File: src/rtl/fp_pkg.sv
// Shared FP definitions for the multiplier issue/collect stage: flag positions,
// rounding-mode encodings, canonical quiet NaNs and the issue FSM state codes.
package fp_pkg;

  localparam int FF_NV = 4;
  localparam int FF_DZ = 3;
  localparam int FF_OF = 2;
  localparam int FF_UF = 1;
  localparam int FF_NX = 0;

  localparam logic [2:0] RM_RNE = 3'b000;
  localparam logic [2:0] RM_RTZ = 3'b001;
  localparam logic [2:0] RM_RDN = 3'b010;
  localparam logic [2:0] RM_RUP = 3'b011;
  localparam logic [2:0] RM_RMM = 3'b100;

  localparam logic [31:0] QNAN32 = 32'h7FC0_0000;
  localparam logic [63:0] QNAN64 = 64'h7FF8_0000_0000_0000;

  localparam logic [1:0] ST_IDLE   = 2'd0;
  localparam logic [1:0] ST_LAUNCH = 2'd1;
  localparam logic [1:0] ST_WAIT   = 2'd2;

  // A multiply can never divide by zero, so DZ is always packed as 0.
  function automatic logic [4:0] pack_fflags(input logic nv, input logic of,
                                             input logic uf, input logic nx);
    logic [4:0] f;
    f        = '0;
    f[FF_NV] = nv;
    f[FF_DZ] = 1'b0;
    f[FF_OF] = of;
    f[FF_UF] = uf;
    f[FF_NX] = nx;
    return f;
  endfunction

endpackage

File: src/rtl/fp_wb_fifo.sv
// Small synchronous result FIFO between the multiplier and writeback.
// Storage resets to zero so the head fields read 0 while empty after reset.
module fp_wb_fifo #(
  parameter int WIDTH = 42,
  parameter int DEPTH = 2,
  parameter int CNT_W = $clog2(DEPTH) + 1
) (
  input  logic             clk,
  input  logic             reset_n,
  input  logic             push,
  input  logic [WIDTH-1:0] wdata,
  input  logic             pop,
  output logic [WIDTH-1:0] rdata,
  output logic             full,
  output logic             empty,
  output logic [CNT_W-1:0] count
);
  localparam int AW = $clog2(DEPTH);

  logic [DEPTH-1:0][WIDTH-1:0] mem;
  logic [AW-1:0]               wptr, rptr;
  logic                        do_push, do_pop;

  assign do_push = push && !full;
  assign do_pop  = pop && !empty;

  // DEPTH is a power of two, so the pointers wrap naturally.
  always_ff @(posedge clk or negedge reset_n) begin
    if (!reset_n) begin
      mem   <= '0;
      wptr  <= '0;
      rptr  <= '0;
      count <= '0;
    end else begin
      if (do_push) begin
        mem[wptr] <= wdata;
        wptr      <= wptr + 1'b1;
      end
      if (do_pop) rptr <= rptr + 1'b1;
      count <= count + CNT_W'(do_push) - CNT_W'(do_pop);
    end
  end

  assign rdata = mem[rptr];
  assign full  = (count == CNT_W'(DEPTH));
  assign empty = (count == '0);

endmodule

File: src/rtl/fp_mul_issue_collector.sv
// Issue/collect wrapper around the FP multiplier: one op in flight, results queued
// for writeback with sticky fflags. Define FP_MUL_WATCHDOG_EN for the WAIT timeout.
module fp_mul_issue_collector
  import fp_pkg::*;
#(
  parameter int FLEN  = 32,
  parameter int DEPTH = 2,
  parameter int TAG_W = 5
) (
  input  logic             clk,
  input  logic             reset_n,
  input  logic             req_valid,
  output logic             req_ready,
  input  logic [TAG_W-1:0] req_tag,
  input  logic [2:0]       req_rm,
  input  logic [FLEN-1:0]  req_a,
  input  logic [FLEN-1:0]  req_b,
  output logic             mul_start,
  output logic [2:0]       mul_rm,
  output logic [FLEN-1:0]  mul_a,
  output logic [FLEN-1:0]  mul_b,
  input  logic             mul_busy,
  input  logic             mul_done,
  input  logic [FLEN-1:0]  mul_result,
  input  logic             mul_nv,
  input  logic             mul_of,
  input  logic             mul_uf,
  input  logic             mul_nx,
  output logic             wb_valid,
  input  logic             wb_ready,
  output logic [TAG_W-1:0] wb_tag,
  output logic [FLEN-1:0]  wb_data,
  output logic [4:0]       wb_fflags,
  output logic [4:0]       fflags_acc,
  input  logic             fflags_clr,
  output logic             err_timeout
);
  localparam int EW    = TAG_W + FLEN + 5;
  localparam int CNT_W = $clog2(DEPTH) + 1;
  localparam logic [FLEN-1:0] QNAN = (FLEN == 64) ? FLEN'(QNAN64) : FLEN'(QNAN32);

  logic [1:0]       state;
  logic             ready_en;
  logic [TAG_W-1:0] tag_q;
  logic [CNT_W-1:0] count;
  logic             full, empty, space, accept, push, retire, timeout;
  logic [EW-1:0]    push_data, head;

  assign space     = (count < CNT_W'(DEPTH)) && !full;
  // ready_en keeps req_ready low while reset is held and for the first clock after.
  assign req_ready = ready_en && (state == ST_IDLE) && space;
  assign accept    = req_valid && req_ready;
  assign mul_start = (state == ST_LAUNCH) && !mul_busy;
  assign push      = (state == ST_WAIT) && (mul_done || timeout);
  assign push_data = mul_done ? {tag_q, mul_result, pack_fflags(mul_nv, mul_of, mul_uf, mul_nx)}
                              : {tag_q, QNAN, pack_fflags(1'b1, 1'b0, 1'b0, 1'b0)};

  // Hold registers only reload on accept, so they stay stable through done.
  always_ff @(posedge clk or negedge reset_n) begin
    if (!reset_n) begin
      state    <= ST_IDLE;
      ready_en <= 1'b0;
      tag_q    <= '0;
      mul_rm   <= '0;
      mul_a    <= '0;
      mul_b    <= '0;
    end else begin
      ready_en <= 1'b1;
      case (state)
        ST_IDLE: if (accept) begin
          tag_q  <= req_tag;
          mul_rm <= req_rm;
          mul_a  <= req_a;
          mul_b  <= req_b;
          state  <= ST_LAUNCH;
        end
        ST_LAUNCH: if (!mul_busy) state <= ST_WAIT;
        ST_WAIT:   if (push) state <= ST_IDLE;
        default:   state <= ST_IDLE;
      endcase
    end
  end

`ifdef FP_MUL_WATCHDOG_EN
  logic [3:0] wd_cnt;
  logic       err_q;

  // Counter is 0 on the first WAIT cycle; fire on the 15th WAIT cycle with no done.
  assign timeout     = (state == ST_WAIT) && !mul_done && (wd_cnt == 4'd14);
  assign err_timeout = err_q;

  always_ff @(posedge clk or negedge reset_n) begin
    if (!reset_n) begin
      wd_cnt <= '0;
      err_q  <= 1'b0;
    end else begin
      wd_cnt <= (state == ST_WAIT) ? wd_cnt + 4'd1 : 4'd0;
      if (timeout) err_q <= 1'b1;
    end
  end
`else
  assign timeout     = 1'b0;
  assign err_timeout = 1'b0;
`endif

  fp_wb_fifo #(.WIDTH(EW), .DEPTH(DEPTH), .CNT_W(CNT_W)) u_fifo (
    .clk     (clk),
    .reset_n (reset_n),
    .push    (push),
    .wdata   (push_data),
    .pop     (retire),
    .rdata   (head),
    .full    (full),
    .empty   (empty),
    .count   (count)
  );

  assign wb_valid                     = !empty;
  assign {wb_tag, wb_data, wb_fflags} = head;
  assign retire                       = wb_valid && wb_ready;

  // A clear coinciding with a retire keeps that retire's flags.
  always_ff @(posedge clk or negedge reset_n) begin
    if (!reset_n)        fflags_acc <= '0;
    else if (retire)     fflags_acc <= fflags_clr ? wb_fflags : (fflags_acc | wb_fflags);
    else if (fflags_clr) fflags_acc <= '0;
  end

endmodule

File: config.mk
export PLATFORM = sky130hd
export DESIGN_NAME = fp_mul_issue_collector
export DESIGN_NICKNAME = d
export VERILOG_FILES = /design/src/rtl/fp_pkg.sv /design/src/rtl/fp_wb_fifo.sv /design/src/rtl/fp_mul_issue_collector.sv
export SDC_FILE = /design/constraint.sdc
export NUM_CORES = 1
export LEC_CHECK = 0
export BUFFER_PORTS_ARGS = -buffer_cell sky130_fd_sc_hd__buf_2
export CORE_AREA = 5 5 121 123
export CTS_CLUSTER_SIZE = 8
export DETAILED_ROUTE_END_ITERATION = 16
export DIE_AREA = 0 0 126 128
export GPL_ROUTABILITY_DRIVEN = 0
export PLACE_DENSITY = 0.85
export SLEW_MARGIN = 20
export SYNTH_ARGS = -nofsm -noshare
export SYNTH_HDL_FRONTEND = slang
export SYNTH_SLANG_ARGS = --single-unit
File: constraint.sdc
create_clock -name clk -period 4.95 [get_ports clk]
set_clock_uncertainty 0.05 [all_clocks]
set_input_delay 0.7425 -clock clk [delete_from_list [all_inputs] [get_ports clk]]
set_output_delay 0.7425 -clock clk [all_outputs]
set_load 0.01 [all_outputs]
# Yosys cells after proc, flatten, opt, wreduce, memory -nomap -nowiden
# Index checks and enable logic that the tools add are counted.
# classes
eq_ne,6
magnitude_cmp,4
n_reduce_logical,18
n_addsub,4
n_mux,13
bitwise_logic,1
# ops
operator,n
$mux 42,3
$bwmux 84,1
$demux 42 s1,1
$mux 37,1
$mux 5,3
$logic_and 1x1->1,10
$mux 2,3
$pmux 2 s3,1
$or 5x5->5,1
$eq 2x2->1 const B,2
$logic_not 2->1,2
$lt 1x2->1 const B,2
$ne 2x2->1 const B,2
$logic_not 1->1,3
$reduce_and 3->1,1
$add 1x1->1 const B,2
$add 2x1->2,1
$eq 2x1->1 const B,1
$lt 2x2->1 const B,1
$ne 2x1->1 const B,1
$reduce_and 2->1,1
$reduce_bool 2->1,1
$sub 2x1->2,1
$ge 1x1->1 const B,1
# totals
ff_bits,168
in_bits,115
out_inout_bits,118

# Depth between registers and ports, before layout
# Gate-level depths: netlist of run 1.
# depth
ltp_word,7
depth_mapped,7

# Cells and area by module
# A second synthesis of run 1 with hierarchy kept.
# unflattened
hier_cells,473
area_unflattened_um2,7494.7
# by_module_without_submodules
module,cells_each,area_each_um2,seq_area_each_um2,instances
fp_wb_fifo,242,3852.4,2202.1,1
fp_mul_issue_collector,231,3642.2,2001.9,1

# Worst setup path after synthesis of run 1
# OpenSTA, ideal clock, no wires.
# synth_path
path_type,reg-to-output
start,register u_fifo.rptr
end,output port wb_data[10]
path_buffers,3
t_required_ps,4158
path_slack_ps,2814
path_stages_with_launch,5
arrival_ps,1343
cell_sequence,dfrtp_1 clkbuf_1 buf_2 buf_2 mux2_2
# synth_between
elab_chain_len,2
# synth_lines
item,line,source
"start, declared",fp_wb_fifo.sv:21,"logic [AW-1:0] wptr, rptr;"
"start signal, assigned",fp_wb_fifo.sv:39,if (do_pop) rptr <= rptr + 1'b1;
$mux 42 (not written as such) (2 in a row),fp_wb_fifo.sv:44,assign rdata = mem[rptr];
"end, declared",fp_mul_issue_collector.sv:32,"output logic [FLEN-1:0] wb_data,"
# No other way between the ends. The select of a mux whose other input is x is not followed.

# Worst setup path after layout of run 1
# layout_path
start,register u_fifo.rptr
end,output port wb_data[9]
# The elaborated chain is that of the path after synthesis.

==> results of run 1 <==
layout by cell type (no fill, tap or decap), types with 2 or more instances in the layout:
master / instances
dfrtp_1: 164
mux2_1: 2
nand2b_1: 11
ha_1: 2
a22o_1: 4
conb_1: 4
xnor2_1: 3
clkbuf_8: 5
inv_1: 5
mux2_2: 124
buf_2: 228
and2_1: 26
buf_4: 4
mux2_4: 69
clkbuf_16: 17
bufinv_16: 6
power breakdown:
part	switching [uW]	total [uW]	internal [uW]	leakage [uW]
logic	869	2150	1280	0.00247
registers	423	2390	1960	0.00206
clock network	499	1510	1010	0.000335
total	1790	6050	4250	0.00486
final cells by class:
type                            count  share of cell area (%)
Clock inverter                      8                    2.11
Multi-Input combinational cell    258                    31.7
Inverter                            5                   0.205
Sequential cell                   165                    45.1
Timing Repair Buffer              233                    12.9
Clock buffer                       23                    5.44
Tap cell                          180                    2.46
path summary, 6_finish.rpt:
path                                               to  cells past startpoint
setup / recovery                           wb_data[9]                      2
hold / removal             u_fifo.mem[25]$_DFFE_PN0P_                      1
setup reg to reg                mul_b[27]$_DFFE_PN0P_                      4
hold reg to reg               u_fifo.wptr$_DFFE_PN0P_                      1
max in group asynchronous  u_fifo.mem[38]$_DFFE_PN0P_                      2
min in group clk              u_fifo.wptr$_DFFE_PN0P_                      1
kinds of logic (layout without fill, tap and decap cells):
logic type | count (synthesis) | count (layout) | synth area share [%]
multiplexers | 195 | 195 | 33.9
buffers and inverters | 33 | 269 | 3.14
AO/OA/AOI/OAI | 6 | 6 | 0.656
adder cells (fa/ha/maj) | 2 | 2 | 0.345
flip-flops | 165 | 165 | 56.9
AND/OR/NAND/NOR | 47 | 47 | 4.47
other | 2 | 4 | 0.104
XOR/XNOR | 4 | 4 | 0.483
state kept, by name, indices dropped and copies added, names as in the netlist:
| name | cells |
|---|---|
| mul_rm | 3 |
| u_fifo.wptr | 1 |
| state | 2 |
| u_fifo.rptr | 1 |
| mul_b | 32 |
| ready_en | 1 |
| u_fifo.mem | 82 |
| tag_q | 5 |
| u_fifo.count | 2 |
| mul_a | 32 |
| fflags_acc | 4 |
per-stage QoR:
| stage | instance area [sq um] | hold slack (ps) | power [uW] | instances |
|---|---|---|---|---|
| 6_report | 9150 | 235 | 6050 | 872 |
| 5_1_grt | 9150 | 260 | 6380 | 872 |
| 4_1_cts | 9150 | 227 | 6120 | 872 |
| 3_5_place_dp | 8460 | 435 | 4570 | 841 |
| 2_1_floorplan | 7260 | 397 | 3740 | 456 |
| 3_3_place_gp | 8460 | 413 | 4470 | 841 |
per-layer routing:
| layer | vias to the layer above | GRT usage, % | wire length, um |
|---|---|---|---|
| li1 | 2026 | - | - |
| met1 | 2218 | 24.7 | 6440 |
| met2 | 170 | 33.6 | 8000 |
| met3 | 17 | 6.79 | 1280 |
| met4 | 0 | 6.75 | 211 |
| met5 | - | 0 | 0 |
==> impl_metrics.toml, run 1 <==
[run_status]
status = "finished clean"

[floorplan]
fp.dieH_um = 128
die_w_um = 126
initial_core_util_pct = 53.5
core-area_sq_mm = 0.0136
rows = 43
dieArea_sq_mm = 0.0161
pin_count = 233

[power]
vdd_drop_max_uv = 337
leakagePower_uw = 0.00486
powerDensity_mw_per_mm2 = 661

[drt]
vias = 4431
drt_first_pass_iters = 4
drt-vias-per-instance = 5.08
wl_per_cell_um = 18.3
drtIter0Drc = 178
drtAntennaViolNets = 0
drc = 0
wl_um = 15900

[timing]
relSlewSlack_pct = 28.9
min_period_ps = 2880
rsz0062_at_grt = "false"
period_share_pct = 58.1
tns_ps = 0
hold_viol_final = 0
max_freq_mhz = 348
setup_viol = 0
fin_ws_ps = 2070
worstMarginPinSlew_ps = 1070
slew_viol_final = 0

[critical_path]
timing_worst_setup_path_type = "flop to primary output"
critPathSlowestCell = "dfrtp_2"
worstPathArrival_ps = 2080
cp_max_fo = 42
critical_path.top_delay_family = "flip-flops"
setup.worst_path.start = "u_fifo.rptr$_DFFE_PN0P_"
crit_chain = "mux2_2 > buf_2"
worstSetupEndpointType = "primary output"
worstPathRequired_ps = 4160
path_buf_inv = 1
start_kind = "flop"
r2r_setup_slack_ps = 2550
cp_slowest_stage_delay_ps = 1070
timing.rr.start = "state[0]$_DFFE_PN0P_"

[clocking]
root_buffer = "clkbuf_16"
cts_buffer_depth = 2
cts_sinks = 165
insertion_delay_ps = 410
cts_tree = "yes"
cts_buffers = 17
ctsHoldBuffers = 0
post_cts_resized = 0
path_clk_slew_ps = 60
cts_setup_buffers = 0
cts-htree-levels = 4

[synthesis]
synth_area_per_cell_sq_um = 16.0
yosysWarnings = 0
yosysTopAreaCell = "dfrtp_1"
synth_edf_count = 0
synth_ff_type = "dfrtp_1"
synthCells = 454
synth-seq-area-share_pct = 56.9
synthArstFlopShare_pct = 100
synth_seq_cells = 165
netlist_area_sq_mm = 0.00725
yosys.cell_types.count = 28
yosysTopAreaCellShare_pct = 56.9
synth.most_common_cell = "dfrtp_1"
synthTopCellsByArea = "dfrtp_1, mux2_2, mux2_4"
yosys-top-cells-count = "dfrtp_1, mux2_2, mux2_4"

[grt]
grt_max_degree = 60
grt_pass1_wl_um = 25700
antenna_found_initial = 0
grtUsageTotal_pct = 20.1
gr-total-overflow = 0
grt_pass1_vias = 4938

[run]
cap_violations = 0

[place]
post-place-ws_ps = 1910
dpl.hpwl_um = 11300
io_buffers = 229

[cells_and_area]
final_net_count = 797
fin_util_pct = 67.5
insertedDiodeCount = 0
drive_above_1_share_pct = 66.8
area_delta_synth_final_pct = 26.2
seqCellArea_sq_mm = 0.00413
nFillCells = 973
multi_input_area_sq_mm = 0.00290

[min_path]
hp-class = "input pin to async pin"
No activity file was read; power rests on OpenSTA's default activity.
==> run 2, diff against run 1 <==
ABC_AREA = 1   (was default)
CORE_AREA = 5 5 133 135   (was 5 5 121 123)
DIE_AREA = 0 0 138 140   (was 0 0 126 128)
PLACE_DENSITY = 0.75   (was 0.85)
clock period = 2.6 ns   (was 4.95 ns; I/O delays follow)
==> impl_metrics.toml, run 2 <==
[run_status]
status = "finished clean"

[timing]
setup_viol = 0
max_freq_mhz = 473
min_period_ps = 2110
relSlewSlack_pct = 59.2
tns_ps = 0
worstMarginPinSlew_ps = 611
rsz0062_at_grt = "false"
hold_viol_final = 0
slew_viol_final = 0
period_share_pct = 81.3

[power]
pwr-share-clk_pct = 23.3
leakagePower_uw = 0.00559
seqPwrFrac_pct = 40.8
intPower_uw = 6460
switching_share_pct = 38.7
vdd_drop_max_uv = 603
powerDensity_mw_per_mm2 = 1140
p_sw_uw = 4070
p_comb_share_pct = 35.9

[synthesis]
synth_top_family_by_area = "simple AND/OR/NAND/NOR gates"
yosys.cell_types.count = 24
synthSimpleGateAreaFrac_pct = 27.4
synth_edf_count = 0
synth_ff_type = "dfrtp_1"
synthArstFlopShare_pct = 100
synth-seq-area-share_pct = 56.1
yosys-top-cells-count = "nand2_1, dfrtp_1, inv_1"
yosysTopAreaCell = "dfrtp_1"
synth-xor-area-share_pct = 0.357
netlist_area_sq_mm = 0.00736
synth_seq_cells = 165
synth_area_per_cell_sq_um = 8.02
synthCells = 918
synth_mux_area_share_pct = 0
yosysTopAreaCellShare_pct = 56.1
synthTopCellsByArea = "dfrtp_1, nand2_1, nand3_1"
synth.most_common_cell = "nand2_1"
yosysWarnings = 0
synthAdderAreaFrac_pct = 0.340
synth_compound_area_share_pct = 5.40

[drt]
wl_met2_um = 8820
vias = 6289
drt_first_pass_iters = 5
drc = 0
drt-vias-per-instance = 4.62
routed.top_layer = "met4"
drtIter0Drc = 343
wl_per_cell_um = 14.0
wl_met1_um = 8120
wl_met3_um = 1820
drtAntennaViolNets = 0
wl_um = 19100

[clocking]
cts-htree-levels = 4
cts_buffer_depth = 2
post_cts_resized = 0
cts_tree = "yes"
cts_sinks = 165
path_clk_slew_ps = 60
cts_setup_buffers = 0
cts_buffers = 17
insertion_delay_ps = 420
root_buffer = "clkbuf_16"

[grt]
antenna_found_initial = 0
grt_max_degree = 146
gr-total-overflow = 0
grt_pass1_vias = 6264
grt_pass1_wl_um = 31600
grtUsageTotal_pct = 20.0

[critical_path]
r2r_cells = 5
start_kind = "flop"
worstSetupEndpointType = "primary output"
worst_r2r_endpoint = "u_fifo.mem[5]$_DFFE_PN0P_"
r2r_setup_slack_ps = 800
cp_max_fo = 42
timing.rr.start = "state[0]$_DFFE_PN0P_"
critPathSlowestCell = "buf_4"
crit_chain = "buf_4 > nand2_1 > nand2_1 > buf_2"
timing_worst_setup_path_type = "flop to primary output"
worstPathArrival_ps = 1670
cp_slowest_stage_delay_ps = 450
worstPathRequired_ps = 2160
critPathMostFrequentCell = "nand2_1"

[min_path]
hp-class = "input pin to flop"
holdPathStages = 2
worstHoldStart = "mul_busy"
whs_endpoint = "state[1]$_DFFE_PN0P_"

[run]
cap_violations = 0

[floorplan]
dieArea_sq_mm = 0.0193
pin_count = 233
initial_core_util_pct = 45.0
fp.dieH_um = 140
die_w_um = 138
rows = 47
core-area_sq_mm = 0.0163

[cells_and_area]
reg.largest.list = "u_fifo.mem: 82 flops, mul_a: 32 flops, mul_b: 32 flops"
final_net_count = 1244
largest_reg_flops = 82
insertedDiodeCount = 0
final_cell_mix = "nand2_1, buf_2, dfrtp_1, inv_1, nand3_1"
top_register = "u_fifo.mem"
area_delta_synth_final_pct = 25.3
final_common_cell = "nand2_1"
fin_cells = 1360
drive_above_1_share_pct = 25.8

[place]
dpl.hpwl_um = 12800
placed_cells = 1327
io_buffers = 229
==> run 2: changes by cell type in the layout (fill, tap and decap cells not counted), sizes merged, moves of 26 or more <==
cell,before,now
inv,5,117
mux2,195,0
o21ai,1,78
nand3,0,85
and2,26,0
nand2,2,395
==> run 2: cells by family (layout without fill, tap and decap cells) <==
group | count (synthesis) | count (layout)
other cells | 2 | 4
xor+xnor | 3 | 3
fa+ha+maj | 2 | 2
simple gates | 498 | 498
compound gates | 79 | 79
buf+inv | 169 | 389
flops | 165 | 165
==> run 2: area by class of cell <==
type	instances	area, sq um
Multi-Input combinational cell	586	2500
Fill cell	1553	7130
Inverter	112	420
Clock buffer	19	453
Tap cell	220	275
Sequential cell	165	4130
Clock inverter	13	123
Timing Repair Buffer	245	1330
==> run 2: worst max path at each step <==
| stage | from | endpoint | slack, ps | cells past startpoint |
|---|---|---|---|---|
| after global routing | u_fifo.rptr$_DFFE_PN0P_ | wb_data[0] | 350 | 5 |
| after global placement | state[0]$_DFFE_PN0P_ | u_fifo.mem[30]$_DFFE_PN0P_ | 800 | 5 |
| after CTS | u_fifo.rptr$_DFFE_PN0P_ | wb_fflags[4] | 450 | 4 |
| final | u_fifo.rptr$_DFFE_PN0P_ | wb_fflags[4] | 490 | 4 |
| after detailed placement | state[0]$_DFFE_PN0P_ | u_fifo.mem[2]$_DFFE_PN0P_ | 790 | 5 |
| after floorplan | u_fifo.count[1]$_DFF_PN0_ | u_fifo.count[1]$_DFF_PN0_ | 1030 | 6 |
==> run 2: power by group through the flow <==
stage	Sequential, uW	Combinational [uW]	Clock [uW]
floorplan	4440	2090	0
finish	4300	3780	2460
detailed placement	4300	3860	0
global placement	4310	3750	0
CTS	4290	3850	2510
global route	4440	4270	2640
==> run 2: timing repair <==
item / CTS / global route
setup endpoints to repair: 0 / 0
hold endpoints to repair: 55 / 0
hold buffers: 1 / 0
==> run 2: critical path: cells and delay by family (launching register included) <==
| kind | cells | cell delay, ps |
|---|---|---|
| buffers and inverters | 2 | 610 |
| flip-flops | 1 | 350 |
| AND/OR/NAND/NOR | 2 | 280 |
==> run 2: through the flow <==
| stage | power (uW) | cell area [sq um] | worst slack [ps] | hold WS [ps] | util (%) |
|---|---|---|---|---|---|
| 4_1_cts | 10700 | 9220 | 455 | 119 | 56.4 |
| 2_1_floorplan | 6530 | 7370 | 1030 | 44.4 | - |
| 3_5_place_dp | 8160 | 8640 | 795 | 365 | 52.8 |
| 6_report | 10500 | 9220 | 486 | 138 | 56.4 |
| 3_3_place_gp | 8060 | 8640 | 800 | 365 | 52.8 |
| 5_1_grt | 11400 | 9220 | 355 | 131 | 56.4 |
==> run 2: metal layers <==
layer | vias up | track usage, %
met3 | 21 | 6.99
met2 | 254 | 32.3
met5 | - | 0
met4 | 0 | 6.50
li1 | 3205 | -
met1 | 2809 | 25.5
==> run 3, diff against run 2 <==
ABC_AREA = 0   (was 1)
CORE_AREA = 5 5 126 128   (was 5 5 133 135)
DIE_AREA = 0 0 131 133   (was 0 0 138 140)
PLACE_DENSITY = 0.79   (was 0.75)
clock period = 2.2 ns   (was 2.6 ns; I/O delays follow)
==> impl_metrics.toml, run 3 (synthesized netlist as in run 1, its figures left out) <==
[run_status]
status = "finished clean"

[timing]
slew_viol_final = 0
period_share_pct = 96.4
tns_ps = 0
setup_viol = 0
min_period_ps = 2120
hold_viol_final = 0
max_freq_mhz = 472
rsz0062_at_grt = "false"
holdWs_ps = 86.1

[clocking]
cts_buffers = 17
ctsHoldBuffers = 1
post_cts_resized = 0
cts_tree = "yes"
cts-htree-levels = 4
insertion_delay_ps = 410
cts_sinks = 165
cts_buffer_depth = 2
root_buffer = "clkbuf_16"
path_clk_slew_ps = 70
cts_setup_buffers = 0

[floorplan]
dieArea_sq_mm = 0.0174
fp.dieH_um = 133
pin_count = 233
die_w_um = 131
rows = 45
initial_core_util_pct = 49.2
core-area_sq_mm = 0.0148

[cells_and_area]
largest_reg_flops = 82
final_common_cell = "buf_2"
final_cell_mix = "buf_2, dfrtp_1, mux2_2, mux2_4, and2_1"
top_register = "u_fifo.mem"
fin_cells = 888
drive_above_1_share_pct = 67.0
insertedDiodeCount = 0
area_delta_synth_final_pct = 26.1
final_area_sq_mm = 0.00915
reg.largest.list = "u_fifo.mem: 82 flops, mul_a: 32 flops, mul_b: 32 flops"
final_net_count = 804

[place]
io_buffers = 229
placed_cells = 855
placed_cell_area_sq_mm = 0.00859
dpl.hpwl_um = 11300

[drt]
drt_first_pass_iters = 4
drtIter0Drc = 183
wl_per_cell_um = 17.5
drt-vias-per-instance = 4.98
drtAntennaViolNets = 0
wl_um = 15600
drc = 0
vias = 4423

[grt]
grtUsageTotal_pct = 18.4
grt_pass1_wl_um = 25300
grt_pass1_vias = 5007
gr-total-overflow = 0
antenna_found_initial = 0
grt_max_degree = 71

[critical_path]
cp_max_fo = 33
timing_worst_setup_path_type = "flop to primary output"
worstPathRequired_ps = 1820
worstPathArrival_ps = 1740
start_kind = "flop"
worstSetupEndpointType = "primary output"

[power]
leakagePower_uw = 0.00485
powerDensity_mw_per_mm2 = 1410
vdd_drop_max_uv = 797
finalPower_uw = 12900

[run]
cap_violations = 0

[min_path]
hp-class = "input pin to flop"
-- run 3: path summary, 6_finish.rpt --
path                                            start                         end  slack, ps  cells past startpoint
setup / recovery              u_fifo.rptr$_DFFE_PN0P_                 wb_data[21]         80                      3
hold / removal                              req_b[23]       mul_b[23]$_DFFE_PN0P_         90                      2
setup reg to reg            u_fifo.count[1]$_DFF_PN0_   u_fifo.count[1]$_DFF_PN0_        320                      7
hold reg to reg            u_fifo.mem[50]$_DFFE_PN0P_  u_fifo.mem[50]$_DFFE_PN0P_        430                      1
max in group asynchronous                     reset_n       mul_a[18]$_DFFE_PN0P_       1090                      3
min in group asynchronous                     reset_n  u_fifo.mem[65]$_DFFE_PN0P_        330                      2
-- run 3: metal layers --
| layer | GRT usage [%] | up-vias | part of all wire, % |
|---|---|---|---|
| met5 | 0 | - | 0 |
| met4 | 5.83 | 0 | 1.3 |
| met3 | 5.13 | 16 | 7.5 |
| met2 | 29.0 | 161 | 49 |
| met1 | 24.6 | 2207 | 43 |
| li1 | - | 2039 | - |
-- run 3: through the flow --
| stage | worst slack (ps) | util [%] |
|---|---|---|
| 2_1_floorplan | 477 | - |
| 4_1_cts | 60.1 | 62.0 |
| 6_report | 79.6 | 62.0 |
| 5_1_grt | 21.1 | 62.0 |
| 3_5_place_dp | 352 | 58.2 |
| 3_3_place_gp | 409 | 58.2 |
-- run 3: layout make-up --
cell class                 instances  area (sq um)
clock buffer                      18           429
clock inverter                    14           116
fill                            1122          5610
inverter                           5          18.8
multi-input combinational        258          2900
sequential                       165          4130
tap                              188           235
timing repair buffer             240          1310
-- run 3: critical path, stage by stage, from the launching register on --
cell     delay, ps
dfrtp_2        530
buf_12         260
mux2_2         370
buf_2          140
-- run 3: power breakdown --
part / internal [uW] / total, uW / switching [uW]
combinational: 2920 / 4960 / 2040
clock: 1470 / 2730 / 1260
sequential: 4420 / 5240 / 815
total: 8820 / 12900 / 4110
